$ cat config.mk
export PLATFORM = sky130hd
export DESIGN_NAME = ps2_pad_poller
export DESIGN_NICKNAME = d
export VERILOG_FILES = /design/src/rtl/ps2_pad_poller.sv
export SDC_FILE = /design/constraint.sdc
export NUM_CORES = 1
export LEC_CHECK = 0
export CAP_MARGIN = 20
export CORE_MARGIN = 2
export CORE_UTILIZATION = 32
export DETAILED_ROUTE_END_ITERATION = 16
export PLACE_DENSITY = 0.54
export SLEW_MARGIN = 5
export SYNTH_ARGS = -nofsm -noshare
export SYNTH_HDL_FRONTEND = slang
export SYNTH_SLANG_ARGS = --single-unit
$ cat constraint.sdc
create_clock -name CLK_40M -period 4.9 [get_ports CLK_40M]
set_input_delay 0.98 -clock CLK_40M [delete_from_list [all_inputs] [get_ports CLK_40M]]
set_output_delay 0.98 -clock CLK_40M [all_outputs]
set_load 0.01 [all_outputs]
$ cat src/rtl/ps2_pad_poller.sv
// ps2_pad_poller: polls a PS2-style game pad over its SPI-like link and
// publishes button and analog axis state from every validated frame.
module ps2_pad_poller #(
   parameter int CLK_DIV     = 120,
   parameter int POLL_PERIOD = 816000,
   parameter int NBYTES      = 9,
   parameter int GAP_HALF    = 3
) (
   input  logic        CLK_40M,
   input  logic        rst,
   input  logic        start,
   input  logic        auto_en,
   input  logic        di,
   output logic        sdo,
   output logic        sclk,
   output logic        scs,
   output logic [15:0] buttons,
   output logic [7:0]  rx,
   output logic [7:0]  ry,
   output logic [7:0]  lx,
   output logic [7:0]  ly,
   output logic        analog,
   output logic        frame_valid,
   output logic        frame_err,
   output logic        busy
);

   localparam int TW = (CLK_DIV > 1) ? $clog2(CLK_DIV) : 1;
   localparam int CW = (POLL_PERIOD > 1) ? $clog2(POLL_PERIOD) : 1;
   localparam int PW = (GAP_HALF > 16) ? $clog2(GAP_HALF + 1) : 5;

   typedef enum logic [2:0] {IDLE, SETUP, SHIFT, GAP, FINISH} state_t;

   state_t          state, state_nx;
   logic [TW-1:0]   tick_cnt;
   logic [CW-1:0]   poll_cnt;
   logic [PW-1:0]   ph;
   logic [4:0]      bidx;
   logic [7:0]      shreg;
   logic [7:0]      rxb [0:8];
   logic [7:0]      cmd;
   logic            cmd_bit;
   logic            tick, poll_hit, go, phase_done;
   logic            shift_end, last_byte, finish_end, frame_ok;

   assign tick       = (state != IDLE) && (tick_cnt == TW'(CLK_DIV - 1));
   assign poll_hit   = auto_en && (poll_cnt == CW'(POLL_PERIOD - 1));
   assign go         = (state == IDLE) && (start || poll_hit);
   assign shift_end  = tick && (state == SHIFT) && (ph == PW'(15));
   assign last_byte  = (bidx == 5'(NBYTES - 1));
   assign finish_end = tick && (state == FINISH);
   assign frame_ok   = ((rxb[1] == 8'h41) || (rxb[1] == 8'h73)) && (rxb[2] == 8'h5A);

   // Command byte for the current byte index, LSB shifted out first
   always_comb begin
      cmd = 8'h00;
      if (bidx == 5'd0)
         cmd = 8'h01;
      else if (bidx == 5'd1)
         cmd = 8'h42;
   end

   assign cmd_bit = cmd[ph[3:1]];

   // Next-state decode and line levels; ph[0] low is the sclk-low half of a bit
   always_comb begin
      state_nx   = state;
      phase_done = 1'b0;
      scs        = 1'b1;
      sclk       = 1'b1;
      sdo        = 1'b1;
      busy       = (state != IDLE);
      case (state)
         IDLE: if (go) state_nx = SETUP;
         SETUP: begin
            scs = 1'b0;
            if (tick && (ph == PW'(1))) begin
               phase_done = 1'b1;
               state_nx   = SHIFT;
            end
         end
         SHIFT: begin
            scs  = 1'b0;
            sclk = ph[0];
            sdo  = cmd_bit;
            if (shift_end) begin
               phase_done = 1'b1;
               if (last_byte)
                  state_nx = FINISH;
               else if (GAP_HALF == 0)
                  state_nx = SHIFT;
               else
                  state_nx = GAP;
            end
         end
         GAP: begin
            scs = 1'b0;
            if (tick && (ph == PW'(GAP_HALF - 1))) begin
               phase_done = 1'b1;
               state_nx   = SHIFT;
            end
         end
         FINISH: if (tick) begin
            phase_done = 1'b1;
            state_nx   = IDLE;
         end
         default: state_nx = IDLE;
      endcase
   end

   // State register
   always_ff @(posedge CLK_40M or negedge rst) begin
      if (!rst) state <= IDLE;
      else      state <= state_nx;
   end

   // Half-period divider, held at zero while idle
   always_ff @(posedge CLK_40M or negedge rst) begin
      if (!rst)                         tick_cnt <= '0;
      else if ((state == IDLE) || tick) tick_cnt <= '0;
      else                              tick_cnt <= tick_cnt + 1'b1;
   end

   // Poll interval counter; an ignored expiry while busy simply wraps
   always_ff @(posedge CLK_40M or negedge rst) begin
      if (!rst)                  poll_cnt <= '0;
      else if (!auto_en || go)   poll_cnt <= '0;
      else if (poll_hit)         poll_cnt <= '0;
      else                       poll_cnt <= poll_cnt + 1'b1;
   end

   // Tick count within the current state phase
   always_ff @(posedge CLK_40M or negedge rst) begin
      if (!rst)                    ph <= '0;
      else if (go || phase_done)   ph <= '0;
      else if (tick)               ph <= ph + 1'b1;
   end

   // Byte index within the frame
   always_ff @(posedge CLK_40M or negedge rst) begin
      if (!rst)           bidx <= '0;
      else if (go)        bidx <= '0;
      else if (shift_end) bidx <= bidx + 1'b1;
   end

   // Receive shift register (sampled as sclk rises) and per-index byte store
   always_ff @(posedge CLK_40M or negedge rst) begin
      if (!rst) begin
         shreg <= '0;
         for (int unsigned i = 0; i < 9; i++) rxb[i] <= '0;
      end else begin
         if (tick && (state == SHIFT) && !ph[0])
            shreg <= {di, shreg[7:1]};
         if (shift_end && (bidx >= 5'd1) && (bidx <= 5'd8))
            rxb[bidx[3:0]] <= shreg;
      end
   end

   // Frame validation and output update at the end of FINISH
   always_ff @(posedge CLK_40M or negedge rst) begin
      if (!rst) begin
         buttons     <= '0;
         rx          <= 8'h80;
         ry          <= 8'h80;
         lx          <= 8'h80;
         ly          <= 8'h80;
         analog      <= 1'b0;
         frame_valid <= 1'b0;
         frame_err   <= 1'b0;
      end else begin
         frame_valid <= 1'b0;
         frame_err   <= 1'b0;
         if (finish_end) begin
            if (frame_ok) begin
               frame_valid <= 1'b1;
               buttons     <= ~{rxb[4], rxb[3]};
               analog      <= (rxb[1] == 8'h73);
               if (rxb[1] == 8'h41) begin
                  rx <= 8'h80;
                  ry <= 8'h80;
                  lx <= 8'h80;
                  ly <= 8'h80;
               end else if (NBYTES >= 9) begin
                  rx <= rxb[5];
                  ry <= rxb[6];
                  lx <= rxb[7];
                  ly <= rxb[8];
               end
            end else begin
               frame_err <= 1'b1;
            end
         end
      end
   end

endmodule

Word level (Yosys, flattened, before mapping)
Cells that the tools add are included.
{"block": "totals", "regBits": 171, "out_inout_bits": 55}
{"block": "op_classes", "n_eq_ne": 19, "order_cmp": 5, "n_mux": 37, "addsub": 4, "n_reduce_logical": 28, "bitwise": 2}
{"operator": "bitwise mux 72 bit", "n": 1}
{"operator": "two-way mux 8 bit", "n": 6}
{"operator": "two-way mux 20 bit", "n": 2}
{"operator": "demux 8 bit (select 4 bit)", "n": 1}
{"operator": "equality test 8 x 7 -> 1 bit (second input constant)", "n": 3}
{"operator": "adder 20 x 1 -> 20 bit (second input constant)", "n": 1}
{"operator": "equality test 20 bit (second input constant)", "n": 1}
{"operator": "two-way mux 5 bit", "n": 4}
{"operator": "two-way mux 3 bit", "n": 6}
{"operator": "inverter 16 bit", "n": 1}
{"operator": "case mux 3 bit (5 select lines)", "n": 1}
{"operator": "two-way mux 7 bit", "n": 2}
{"operator": "logical AND 1 bit", "n": 13}
{"operator": "two-way mux 1 bit", "n": 12}
{"operator": "adder 5 x 1 -> 5 bit (second input constant)", "n": 2}
{"operator": "equality test 5 x 1 -> 1 bit (second input constant)", "n": 2}
{"operator": "equality test 5 x 4 -> 1 bit (second input constant)", "n": 2}
{"operator": "inequality test 2 bit (second input constant)", "n": 5}
{"operator": "adder 7 x 1 -> 7 bit (second input constant)", "n": 1}
{"operator": "equality test 7 bit (second input constant)", "n": 1}
{"operator": "equality test 3 x 2 -> 1 bit (second input constant)", "n": 2}
{"operator": "equality test 5 x 2 -> 1 bit (second input constant)", "n": 1}
{"operator": ">= comparator 5 x 1 -> 1 bit (second input constant)", "n": 1}
{"operator": ">= comparator 5 bit (second input constant)", "n": 1}
{"operator": "other kinds (17)", "n": 23}

Logic depth before layout (Yosys ltp)
Gate-level depths: netlist of the first run.
{"block": "logic_depth", "depth_word": 8, "ltp_mapped": 10}

Worst setup path after synthesis of the first run
Ideal clock, no wire load.
{"block": "synth_timing", "kind": "register -> output", "startpoint": "reg bidx[0]", "endpoint": "out sdo", "setup_slack_ns": 2.364, "path_stages_with_launch": 8, "t_required_ns": 3.920, "arrival_time_ns": 1.556, "path_cell_list": "dfrtp_1 > inv_1 > ha_1 > nor2b_1 > nand3_1 > a21oi_1 > a31oi_1 > o41ai_1"}
{"block": "synth_via", "elab_chain_len": 6, "elab_cells_between_ends": 7, "cone_classes": "eq/ne: 1; mux: 5; reduce/logical: 1"}
{"element": "from (decl)", "line_no": "38", "text": "logic [4:0] bidx;"}
{"element": "from (signal assigned)", "line_no": "143", "text": "else if (shift_end) bidx <= bidx + 1'b1;"}
{"element": "equality test 5 x 1 -> 1 bit", "line_no": "59", "text": "else if (bidx == 5'd1)"}
{"element": "two-way mux 7 bit", "line_no": "59"}
{"element": "two-way mux 8 bit *", "line_no": "57", "text": "if (bidx == 5'd0)"}
{"element": "binary-select mux 1 bit (select 3 bit) *", "line_no": "63", "text": "assign cmd_bit = cmd[ph[3:1]];"}
{"element": "two-way mux 1 bit (implied by the code) *", "line_no": "63"}
{"element": "two-way mux 1 bit *", "line_no": "73", "text": "case (state)"}
{"element": "to (decl)", "line_no": "14", "text": "output logic sdo,"}
Every way passes the cells marked *; elsewhere a longest branch is shown, timed or not. The select of a mux whose other input is x is not followed.

Worst setup path after layout of the first run
Same ends and word-level chain as after synthesis.

==> results of run 1 <==
-- registers in the layout (all words and copies together), names as in the netlist, 7 cells and up --
register and cells:
tick_cnt 7, shreg 8, rx 8, rxb 64, poll_cnt 20, ry 8, buttons 16, lx 8
ly 8
-- kinds of logic after synthesis --
| family | Yosys count |
|---|---|
| AND/OR/NAND/NOR | 227 |
| buffers and inverters | 38 |
| flip-flops | 163 |
| multiplexers | 75 |
| XOR/XNOR | 26 |
| adder cells (fa/ha/maj) | 10 |
| AO/OA/AOI/OAI | 77 |
-- metal layers --
| layer | vias up | wire length, µm | track usage | part of all wire |
|---|---|---|---|---|
| met5 | - | 0 | 0 | 0 |
| met4 | 0 | 65 | 0.0304 | 0.0044 |
| met3 | 7 | 599 | 0.0338 | 0.040 |
| met2 | 92 | 7180 | 0.228 | 0.48 |
| met1 | 2358 | 7060 | 0.190 | 0.47 |
| li1 | 2228 | - | - | - |
-- cell usage in the layout, fill, tap and decap left out, types with 2 or more instances in the layout --
cell type | netlist | final
nand2_1 | 103 | 103
nor2b_1 | 6 | 6
nand3_1 | 17 | 17
clkinvlp_4 | 0 | 2
and4_1 | 3 | 3
o31ai_1 | 2 | 2
nor4bb_1 | 3 | 3
nor3_1 | 9 | 9
bufinv_16 | 0 | 4
nand4_1 | 6 | 6
mux2_2 | 74 | 74
o21ai_1 | 40 | 40
clkdlybuf4s50_1 | 0 | 58
dfstp_2 | 4 | 4
a31oi_1 | 2 | 2
a21oi_1 | 12 | 12
nor4_1 | 6 | 6
and3_1 | 9 | 9
clkbuf_16 | 0 | 17
inv_6 | 0 | 5
inv_8 | 0 | 3
nor3b_1 | 4 | 4
xnor2_1 | 13 | 13
buf_4 | 2 | 3
xor2_1 | 13 | 13
dfrtp_1 | 159 | 159
inv_1 | 12 | 12
nor2_1 | 46 | 46
ha_1 | 10 | 10
o21ai_0 | 13 | 13
-- synthesized netlist by cell type (3+ instances only) --
cell	n	area, µm²
dfrtp_1	159	3980
nand2_1	103	387
mux2_2	74	833
nor2_1	46	173
o21ai_1	40	200
nand3_1	17	85.1
o21ai_0	13	65.1
xnor2_1	13	114
xor2_1	13	114
a21oi_1	12	60.1
inv_1	12	45.0
ha_1	10	125
and3_1	9	56.3
buf_2	9	45.0
nor3_1	9	45.0
buf_1	8	30.0
clkbuf_1	6	22.5
nand4_1	6	37.5
nor2b_1	6	37.5
nor4_1	6	37.5
dfstp_2	4	105
nor3b_1	4	30.0
and4_1	3	26.3
nor4bb_1	3	30.0
-- power by group --
part | total [mW] | switching [mW] | internal [mW]
logic | 0.269 | 0.156 | 0.113
registers | 1.45 | 0.0605 | 1.38
clock network | 1.44 | 0.575 | 0.869
-- area by class of cell --
class | instances | area (µm²)
timing repair buffer | 63 | 642
clock inverter | 14 | 213
inverter | 13 | 48.8
tap | 275 | 344
sequential | 163 | 4080
multi-input combinational | 415 | 2720
fill | 2006 | 12700
clock buffer | 17 | 425
-- stage by stage --
step                hold WS, ns  worst slack (ns)   util  instance area [µm²]
global route              0.469             0.984  0.400                 8470
floorplan                 0.422              2.36      -                 6960
global placement          0.432              1.65  0.369                 7810
finish                    0.442              1.22  0.400                 8470
CTS                       0.442              1.15  0.399                 8440
detailed placement        0.435              1.63  0.369                 7810
-- critical path, stage by stage (launching register included) --
cell and delay [ns]:
dfrtp_1 0.45, inv_1 0.10, ha_1 0.25, nor2b_1 0.18
nand3_1 0.09, a21oi_1 0.14, a31oi_1 0.05, o41ai_1 0.39
clkdlybuf4s50_1 0.63
-- how the worst min path moves through the flow --
stage / from / end / cells past startpoint
3_3_place_gp: rxb[40]$_DFFE_PN0P_ / buttons[0]$_DFFE_PN0P_ / 1
4_1_cts: rxb[40]$_DFFE_PN0P_ / buttons[0]$_DFFE_PN0P_ / 1
6_report: rxb[40]$_DFFE_PN0P_ / buttons[0]$_DFFE_PN0P_ / 1
3_5_place_dp: rxb[40]$_DFFE_PN0P_ / buttons[0]$_DFFE_PN0P_ / 1
5_1_grt: rxb[36]$_DFFE_PN0P_ / buttons[12]$_DFFE_PN0P_ / 1
2_1_floorplan: rxb[40]$_DFFE_PN0P_ / buttons[0]$_DFFE_PN0P_ / 1
==> qor.yml, run 1 <==
sta:
  fin_tns_setup_ns: 0
  slew_viol_final: 0
  period_needed_ns: 3.68
  layout_worst_path_cycle_share: 0.752
  relSlewSlack: 0.350
  fmax_mhz: 271
  rsz0062_at_grt: "false"
  final_hold_viol_count: 0
  setup_viol: 0
  worstMarginPinSlew_ns: 0.975
  fin_worst_skew_ns: 0.0133
power_and_ir_drop:
  power.density_mw_per_mm2: 373
  peakVddDrop_mv: 0.222
  finalPower_mw: 3.16
  leakage_nw: 3.77
routing:
  post_drt_wl_per_cell_um: 15.5
  drt_iter0_markers: 247
  vias: 4685
  wl_um: 14900
  dr.pass1.iters: 4
  via_per_inst: 4.88
  drc: 0
  ant_nets: 0
grt:
  grtUsageTotal: 0.140
  grt_max_degree: 91
  grt-ovfl-total: 0
  grt_pass1_vias: 4740
  grt_pass1_wl_um: 25000
  antenna_found_initial: 0
setup_path:
  startpoint: "bidx[0]$_DFFE_PN0P_"
  r2r_setup_slack_ns: 2.18
  cp-endpoint: "sdo"
  startpoint_type: "flip-flop"
  r2r_start: "ph[1]$_DFFE_PN0P_"
  cp-end-kind: "output port"
  reg2reg_depth: 8
  cp.required_ns: 3.92
  rr_endpoint: "rxb[20]$_DFFE_PN0P_"
  worstPathArrival_ns: 2.70
  cp_max_fo: 6
  crit_type: "reg -> out"
floorplan:
  rows: 53
  ioPinCount: 60
  fp.dieH_um: 151
  die_w_um: 151
  core_mm2: 0.0212
  die-area_mm2: 0.0229
  start_util: 0.329
run_status:
  status: "completed"
clock_network:
  ctsHoldBuffers: 0
  post_cts_resized: 0
  cts.sink_count: 163
  clk_pin_slew_ns: 0.07
  numCtsBuffers: 17
  htreeDepth: 4
  cts_tree: "yes"
  insertion_delay_ns: 0.42
  clk_path_buf_depth: 2
  root_buffer: "clkbuf_16"
  cts_setup_buffers: 0
synth:
  synth_seq_cells: 163
  syn_inst: 616
  synth_warnings: 0
  synthSimpleGateAreaFrac: 0.156
  ys_seq_area_frac: 0.587
  synth_fa_ha_area_frac: 0.0180
  synth_compound_area_frac: 0.0624
  synth.avg_cell_area_um2: 11.3
  synth-xor-area-share: 0.0327
  async_flop_share: 1.00
  synth_mux_area_frac: 0.121
  synth_edf_count: 0
  synth_fp_nets: 631
  synth_top_family_by_area: "simple AND/OR/NAND/NOR gates"
  synth-main-ff-cell: "dfrtp_1"
  synth_area_mm2: 0.00696
  yosysUniqueCellTypes: 51
finish:
  finalNonFillerCells: 960
  antenna_cells: 0
  drive_above_1_share: 0.184
  final_nets: 688
  area_delta_synth_final_pct: 21.7
placed_design:
  dp.cells: 928
  dp_hpwl_um: 9940
  finalWeightedCongestion: 0.790
  io_buffers: 59
flow_run:
  maxCapViolCount: 0
hold_path:
  hold_class: "reg -> reg"
(Power assumes the default switching activity.)
==> run 2: changes to the inputs <==
==> constraint.sdc (replaced) <==
create_clock -name CLK_40M -period 3.5 [get_ports CLK_40M]
set_input_delay 0.7 -clock CLK_40M [delete_from_list [all_inputs] [get_ports CLK_40M]]
set_output_delay 0.7 -clock CLK_40M [all_outputs]
set_load 0.01 [all_outputs]
==> run 2 against run 1 <==
Global-route usage increased by 0.057 points. Die area unchanged. Sequential power grew 39%. Worst hold slack worse by 0.14 ns. Via count fell by 1.1%. Wire length fell by 0.36%. Count of clock-buffer cells in the layout increased by 2. Combinational power rose by 41%. Clock power increased by 33%. Flip-flop and latch count unchanged. Critical path type unchanged.
==> qor.yml, run 2 (synthesized netlist as in run 1, its figures left out) <==
floorplan:
  ioPinCount: 60  # unchanged
  core_mm2: 0.0212  # unchanged
  rows: 53  # unchanged
  start_util: 0.329  # unchanged
  die_w_um: 151  # unchanged
  fp.dieH_um: 151  # unchanged
  die-area_mm2: 0.0229  # unchanged
clock_network:
  clk_path_buf_depth: 2  # unchanged
  numCtsBuffers: 17  # unchanged
  root_buffer: "clkbuf_16"
  htreeDepth: 4  # unchanged
  cts.sink_count: 163  # unchanged
  cts_tree: "yes"
  ctsHoldBuffers: 0  # unchanged
  clk_pin_slew_ns: 0.07  # about the same
  insertion_delay_ns: 0.43  # about the same
sta:
  setup_viol: 0  # unchanged
  period_needed_ns: 3.06
  worstMarginPinSlew_ns: 0.970  # -0.00499 ns
  relSlewSlack: 0.345  # -0.00549
  layout_worst_path_cycle_share: 0.874
  rsz0062_at_grt: "false"
  fmax_mhz: 327
  worst_slack_ns: 0.439  # -0.776 ns
  fin_worst_skew_ns: 0.00992  # -0.00341 ns
  final_hold_viol_count: 0  # unchanged
  slew_viol_final: 0  # unchanged
  fin_hold_ws_ns: 0.301  # -0.141 ns
  fin_tns_setup_ns: 0  # unchanged
hold_path:
  hold_class: "in -> async"
flow_run:
  maxCapViolCount: 0  # unchanged
setup_path:
  crit_type: "reg -> out"
  cp.required_ns: 2.80  # -1.12 ns
  cp_max_fo: 11  # +5
  cp-end-kind: "output port"
  startpoint_type: "flip-flop"
  worstPathArrival_ns: 2.36  # -0.34 ns
power_and_ir_drop:
  finalPower_mw: 4.31  # +36%
  pwr-share-clk: 0.443  # -0.014
  power.density_mw_per_mm2: 510  # +37%
  peakVddDrop_mv: 0.337  # +52%
  swShare: 0.258  # +0.00751
  p_sw_mw: 1.11  # +41%
  p_seq_frac: 0.468  # +0.011
  leakage_nw: 3.75  # -0.36%
  combPwrFrac: 0.088  # +0.003
  power.internal_mw: 3.20  # +35%
finish:
  final_cell_mix: "dfrtp_1, nand2_1, mux2_2"
  antenna_cells: 0  # unchanged
  final_area_mm2: 0.00845  # -0.24%
  finalNonFillerCells: 961  # +0.10%
  layout_commonest_cell: "dfrtp_1"
  final_core_util: 0.400  # -0.000946
  area_delta_synth_final_pct: 21.4
  largest_register: "rxb"
  drive_above_1_share: 0.187  # +0.00265
  final_nets: 688  # unchanged
  largest_reg_flops: 64  # unchanged
  largestRegisters: "rxb x64, poll_cnt x20, buttons x16"
grt:
  use_met1: 0.192  # +0.00164
  grtUsageMet2: 0.226  # -0.00181
  grt-ovfl-total: 0  # unchanged
  grt_max_degree: 78  # -14%
  grtUsageMet3: 0.0344  # +0.000599
  antenna_found_initial: 0  # unchanged
  busiest_layer: "met2"
  grt_pass1_wl_um: 24800  # -0.77%
  grtUsageTotal: 0.140  # +0.000568
  grt_pass1_vias: 4699  # -0.86%
routing:
  drt_iter0_markers: 176  # -29%
  post_drt_wl_per_cell_um: 15.5  # -0.47%
  drc: 0  # unchanged
  via_per_inst: 4.82  # -1.2%
  wl_um: 14800  # -0.36%
  vias: 4634  # -1.1%
  ant_nets: 0  # unchanged
  dr.pass1.iters: 4  # unchanged
placed_design:
  io_buffers: 59  # unchanged
  finalWeightedCongestion: 0.790  # about the same
  pre_cts_ws_ns: 0.469  # -1.16 ns
  dp_hpwl_um: 9970  # +0.27%
  dp.cells: 928  # unchanged
  placed_area_mm2: 0.00782  # +0.16%
run_status:
  status: "completed"
==> run 2: cell types whose count changed in the layout (fill, tap and decap cells not counted), sizes merged <==
cell,before,now
dlymetal6s2s,0,1
clkinv,0,2
bufinv,4,2
clkdlybuf4s50,58,57
inv,21,20
clkbuf,17,19
==> run 2: routing by layer <==
layer,up-vias,wire (µm)
li1,2246,-
met5,-,0
met2,67,7020
met3,8,488
met4,0,137
met1,2313,7200
==> run 2: cell type report <==
| type | instances | area [µm²] |
|---|---|---|
| fillers | 2020 | 12700 |
| flip-flops and latches | 163 | 4090 |
| multi-input cells | 415 | 2720 |
| repair buffers | 63 | 644 |
| clock buffers | 19 | 443 |
| well taps | 275 | 344 |
| clock inverters | 13 | 164 |
| inverters | 13 | 48.8 |
==> run 2: path summary, 6_finish.rpt <==
| check | end | slack [ns] | cells after the start | from |
|---|---|---|---|---|
| setup / recovery | sclk | 0.44 | 3 | state[1]$_DFFE_PN0P_ |
| hold / removal | ry[5]$_DFFE_PN0P_ | 0.30 | 1 | rst |
| setup reg to reg | rxb[4]$_DFFE_PN0P_ | 0.79 | 5 | bidx[0]$_DFFE_PN0P_ |
| hold reg to reg | buttons[0]$_DFFE_PN0P_ | 0.44 | 1 | rxb[40]$_DFFE_PN0P_ |
| max in group asynchronous | bidx[0]$_DFFE_PN0P_ | 2.37 | 2 | rst |
| min in group CLK_40M | buttons[0]$_DFFE_PN0P_ | 0.44 | 1 | rxb[40]$_DFFE_PN0P_ |
==> run 2: power by group through the flow <==
stage	clock [mW]	combinational, mW	sequential (mW)
2_1_floorplan	0	0.268	2.01
3_3_place_gp	0	0.372	2.05
3_5_place_dp	0	0.381	2.05
4_1_cts	1.96	0.389	2.02
5_1_grt	2.04	0.430	2.03
6_report	1.91	0.380	2.02
==> run 2: worst max-delay path: stages, from the launching register on <==
cell and delay, ns:
dfrtp_1 0.58, nor3b_1 0.62, nand2_1 0.21, clkdlybuf4s50_1 0.52
==> run 2: timing repair <==
| action | CTS | global route |
|---|---|---|
| setup endpoints to repair | 1 | 1 |
| buffers inserted | 0 | 0 |
| pin swaps | 0 | 1 |
| gates resized for setup | 1 | 2 |
